--- src/rtl/add_sub_pipe.sv ---
// add_sub_pipe: LAT-stage unsigned add/subtract pipeline with wrap or saturate mode, overflow flag and tag passthrough.
// Latency: a beat accepted at edge k shows out_valid=1 after edge k+LAT-1. Throughput is 1 beat/cycle.
// Backpressure: stages advance only into free slots, so bubbles collapse. in_ready drops when all LAT stages hold beats and out_ready=0.
//
// Ports:
//   clk, rst_n            clock (rising edge), asynchronous active-low reset
//   in_valid/in_ready     operand handshake; a beat is accepted when both are 1
//   op, a, b, in_tag      0: a+b, 1: a-b; operands; opaque tag
//   out_valid/out_ready   result handshake; a beat is released when both are 1
//   y, ovf, out_tag       result, carry/borrow flag, returned tag
//   occupancy             number of beats currently held (0..LAT)
module add_sub_pipe #(
  parameter int W   = 8,
  parameter int LAT = 2,
  parameter int TW  = 4,
  parameter int SAT = 0
) (
  input  logic                       clk,
  input  logic                       rst_n,
  input  logic                       in_valid,
  output logic                       in_ready,
  input  logic                       op,
  input  logic [W-1:0]               a,
  input  logic [W-1:0]               b,
  input  logic [TW-1:0]              in_tag,
  output logic                       out_valid,
  input  logic                       out_ready,
  output logic [W-1:0]               y,
  output logic                       ovf,
  output logic [TW-1:0]              out_tag,
  output logic [$clog2(LAT+1)-1:0]   occupancy
);

  localparam int OW = $clog2(LAT+1);

  // Index 0 is the input stage; index LAT-1 drives the outputs.
  logic [LAT-1:0]         r_vld;
  logic [LAT-1:0][W-1:0]  r_y;
  logic [LAT-1:0]         r_ovf;
  logic [LAT-1:0][TW-1:0] r_tag;
  logic [OW-1:0]          r_occ;

  logic [LAT-1:0]         w_adv;
  logic                   w_acc;
  logic                   w_rel;
  logic [W:0]             w_sum;
  logic [W:0]             w_dif;
  logic                   w_ovf1;
  logic [W-1:0]           w_y1;

  // A stage may load when it, or any stage downstream of it, has a free slot,
  // or when the output is being drained. This lets a stalled pipe fill bubbles.
  for (genvar gi = 0; gi < LAT; gi++) begin : g_adv
    assign w_adv[gi] = out_ready | ~(&r_vld[LAT-1:gi]);
  end

  assign in_ready  = rst_n & w_adv[0];
  assign w_acc     = in_valid & in_ready;
  assign w_rel     = r_vld[LAT-1] & out_ready;

  assign out_valid = r_vld[LAT-1];
  assign y         = r_y[LAT-1];
  assign ovf       = r_ovf[LAT-1];
  assign out_tag   = r_tag[LAT-1];
  assign occupancy = r_occ;

  // W+1 bit arithmetic. For subtraction, bit W is the borrow, which is set exactly when a<b.
  assign w_sum = {1'b0, a} + {1'b0, b};
  assign w_dif = {1'b0, a} - {1'b0, b};

  always_comb begin
    w_ovf1 = op ? w_dif[W] : w_sum[W];
    w_y1   = op ? w_dif[W-1:0] : w_sum[W-1:0];
    if ((SAT != 0) && w_ovf1) begin
      w_y1 = op ? '0 : '1;
    end
  end

  always_ff @(posedge clk or negedge rst_n) begin
    if (!rst_n) begin
      r_vld <= '0;
      r_y   <= '0;
      r_ovf <= '0;
      r_tag <= '0;
      r_occ <= '0;
    end else begin
      if (w_adv[0]) begin
        r_vld[0] <= w_acc;
        // Payload only moves with a real beat. This keeps the outputs quiet across bubbles.
        if (w_acc) begin
          r_y[0]   <= w_y1;
          r_ovf[0] <= w_ovf1;
          r_tag[0] <= in_tag;
        end
      end
      for (int i = 1; i < LAT; i++) begin
        if (w_adv[i]) begin
          r_vld[i] <= r_vld[i-1];
          if (r_vld[i-1]) begin
            r_y[i]   <= r_y[i-1];
            r_ovf[i] <= r_ovf[i-1];
            r_tag[i] <= r_tag[i-1];
          end
        end
      end
      case ({w_acc, w_rel})
        2'b10:   r_occ <= r_occ + OW'(1);
        2'b01:   r_occ <= r_occ - OW'(1);
        default: r_occ <= r_occ;
      endcase
    end
  end

endmodule

--- config.mk ---
export PLATFORM = sky130hd
export DESIGN_NAME = add_sub_pipe
export DESIGN_NICKNAME = d
export VERILOG_FILES = /design/src/rtl/add_sub_pipe.sv
export SDC_FILE = /design/constraint.sdc
export NUM_CORES = 1
export LEC_CHECK = 0
export BUFFER_PORTS_ARGS = -buffer_cell sky130_fd_sc_hd__buf_2
export CORE_UTILIZATION = 49
export DETAILED_ROUTE_END_ITERATION = 6
export PLACE_DENSITY = 0.76
export SYNTH_ARGS = -nofsm -noshare
export SYNTH_HDL_FRONTEND = slang
export SYNTH_SLANG_ARGS = --single-unit
--- constraint.sdc ---
create_clock -name clk -period 1.8 [get_ports clk]
set_clock_uncertainty 0.15 [all_clocks]
set_input_delay 0.18 -clock clk [delete_from_list [all_inputs] [get_ports clk]]
set_output_delay 0.18 -clock clk [all_outputs]
set_load 0.01 [all_outputs]
==> run summary <==
outcome -> complete, no violations
largest net degree at the start of global routing -> 31
Primary FF master, synth -> dfrtp_1
DP Worst Slack -> -0.1994 ns
total power draw -> 2.293 mW
CTS Buf Count -> 5
DR WL/cell -> 12.70 µm
Clock Path Buffers -> 2
vias in the first global route -> 1406
Detailed Route WL -> 3822 µm
Internal -> 1.578 mW
initial core utilization -> 52.42%
Ys Warns -> 0
Crit. End Element -> flop
cell accounting for the most synthesized area -> dfrtp_1
Ports -> 42
antenna cells -> 0
Max H-tree Level -> 2
RSZ-0062 raised after global routing -> true
syn nets -> 244
leak pwr -> 1.231 nW
Hold Fails Final Rpt -> 0
Tmin final -> 1.794 ns
Mapped Cells -> 199
max-cap violations -> 0
Worst Slack Setup Final -> 0.006065 ns
Post-Synthesis Cell Area -> 1977 µm²
crit-path cells -> nand3b_1, and3_4, clkinvlp_4, buf_6, and2_4, a41oi_2, nand3_1
metal2 WL -> 1830 µm
final setup fails -> 0
Avg Cell Area, Syn -> 9.934 µm²
worst skew pair latency -> 0.28 ns
core area -> 3771 µm²
Worst-Margin Slew -> 0.3004 ns
Sw Pwr -> 0.7152 mW
GRT Overall Usage -> 19.23%
share of cells above drive strength 1 -> 39.13%
Area Growth Syn to Fin -> 25.13%
highest routed layer -> met4
clock-pin transition on the worst setup and hold timing paths -> 0.06 ns
asr flop ratio synth -> 100.0%
Met3 Wirelength -> 194 µm
worst vdd ir -> 0.4486 mV
Clk pwr share -> 23.7%
CP Launch Type -> flop
Fillers -> 308
met1 WL -> 1715 µm
Seq cells post-synth -> 30
synth top area cells -> dfrtp_1 (38%), ha_1 (11%), mux2_2 (8.0%)
sequential element share of the synthesized area -> 37.97%
Layout Utilization -> 65.59%
worst-path cell with the longest stage delay -> dfrtp_1
clk root buf -> clkbuf_8
Logic pwr share -> 33.6%
DIE HEIGHT -> 65.52 µm
HPWL Detailed -> 2656 µm
crit path DAT -> 1.80 ns
sequential power share -> 42.6%
Rel. slew slack -> 79.90%
Yosys top cell area share -> 37.97%
Buffers on Ports -> 41
WS Path Type -> reg -> reg
average vias per placed instance -> 5.153
final hold slack -> 0.06977 ns
# nets final -> 297
DRT Pass-1 Iters -> 4
total gr overflow -> 0
sw frac -> 31.19%
antenna viol nets, final -> 0
total die area -> 4292 µm²
row cnt -> 22
DR vias -> 1551
first-pass GRT wire length -> 6127 µm
data required time of the worst path -> 1.80 ns
Post-synth EDFFs -> 0
Crit Path Max Fanout -> 5
max frequency -> 0.5574 GHz
Hold Crit Class -> in -> reg
# DRC -> 0
final slew viol count -> 0
Netlist cell types -> 46
CTS tree -> built
Worst path max stage delay -> 0.41 ns
First DRT Iteration DRCs -> 59
Placer Congestion -> 0.8016
die width -> 65.52 µm
period utilisation layout -> 99.66%
initial antenna violation count -> 0
Num Clock Sinks -> 30
Power Density -> 927.1 nW/µm²
[placed cells by master (no fill, tap or decap), types with 5 or more instances in the layout]
cell type | Yosys | routed
inv_1 | 17 | 16
a21oi_1 | 7 | 6
buf_2 | 3 | 41
dfrtp_1 | 30 | 30
o21ai_0 | 7 | 7
dlygate4sd3_1 | 0 | 5
nand2_1 | 22 | 22
clkbuf_8 | 0 | 6
mux2_2 | 14 | 14
buf_4 | 13 | 17
nor2_1 | 10 | 10
ha_1 | 18 | 15
[cells in the mapped netlist (4+ instances only)]
cell type	count
a31oi_1	4
dfrtp_1	30
nor2_1	10
ha_1	18
buf_4	13
nand2_1	22
mux2_2	14
o21ai_0	7
nand3_1	4
inv_1	17
xnor2_1	4
a21oi_1	7
[metrics by stage]
step / cells / TNS (ns) / area (µm²)
6_report: 301 / 0 / 2474
5_1_grt: 301 / -0.1647 / 2474
4_1_cts: 295 / 0 / 2362
3_5_place_dp: 281 / -0.6011 / 2201
3_3_place_gp: 281 / -0.4548 / 2201
2_1_floorplan: 199 / 0 / 1997
[layer usage]
layer  GRT usage, %  vias up
met3          4.688        8
li1               -      776
met4          8.152        0
met1          22.84      713
met5              0        -
met2          32.86       54
[layout make-up]
cell class	count	area [µm²]	area share, %
Clock inverter	1	5.005	0.2023
Tap cell	48	60.06	2.428
Timing Repair Buffer	65	414.1	16.74
Multi-Input combinational cell	133	1090	44.06
Clock buffer	7	86.33	3.490
Sequential cell	30	750.7	30.35
Inverter	17	67.56	2.731
[path summary, 6_finish.rpt]
kind	startpoint	end	slack, ns	cells after the start
max in group asynchronous	rst_n	r_ovf[1]	0.98	4
max	r_vld[0]	r_y[6]	0.006	7
min in group asynchronous	rst_n	occupancy[1]	0.35	4
min	out_ready	r_vld[1]	0.07	3
min reg2reg	occupancy[1]	occupancy[1]	0.32	1
max reg2reg	r_vld[0]	r_y[6]	0.006	7
[power groups by stage]
stage / Sequential, mW / Combinational (mW) / Clock (mW)
after floorplan: 0.975 / 0.582 / 0
after global placement: 0.974 / 0.693 / 0
after detailed placement: 0.984 / 0.710 / 0
after CTS: 0.972 / 0.728 / 0.565
after global routing: 0.999 / 0.853 / 0.600
final: 0.977 / 0.772 / 0.544
[state kept, by name, summed over array words and instances (netlist names)]
signal	cells
r_y	8
r_vld	2
r_ovf	2
occupancy	2
out_tag	4
r_tag	4
y	8
[worst max-delay path: cells and delay by family, from the launching register on]
kind                   cells  cell delay (ns)
AND/OR/NAND/NOR            4             0.63
flip-flops                 1             0.41
buffers and inverters      2             0.32
AO/OA/AOI/OAI              1             0.16
[what timing repair did]
item	in CTS	in global routing
hold endpoints to repair	34	0
setup buffers	0	6
hold buffers	6	0
setup endpoints to repair	0	3
resized for setup	0	14
[kinds of logic after synthesis]
logic type | synth area share, %
simple gates | 15.57
mux | 7.975
compound gates | 12.59
fa+ha+maj | 13.42
xor+xnor | 2.215
buf+inv | 10.25
flops | 37.97
Note: power is estimated with default switching activity, not from simulation.
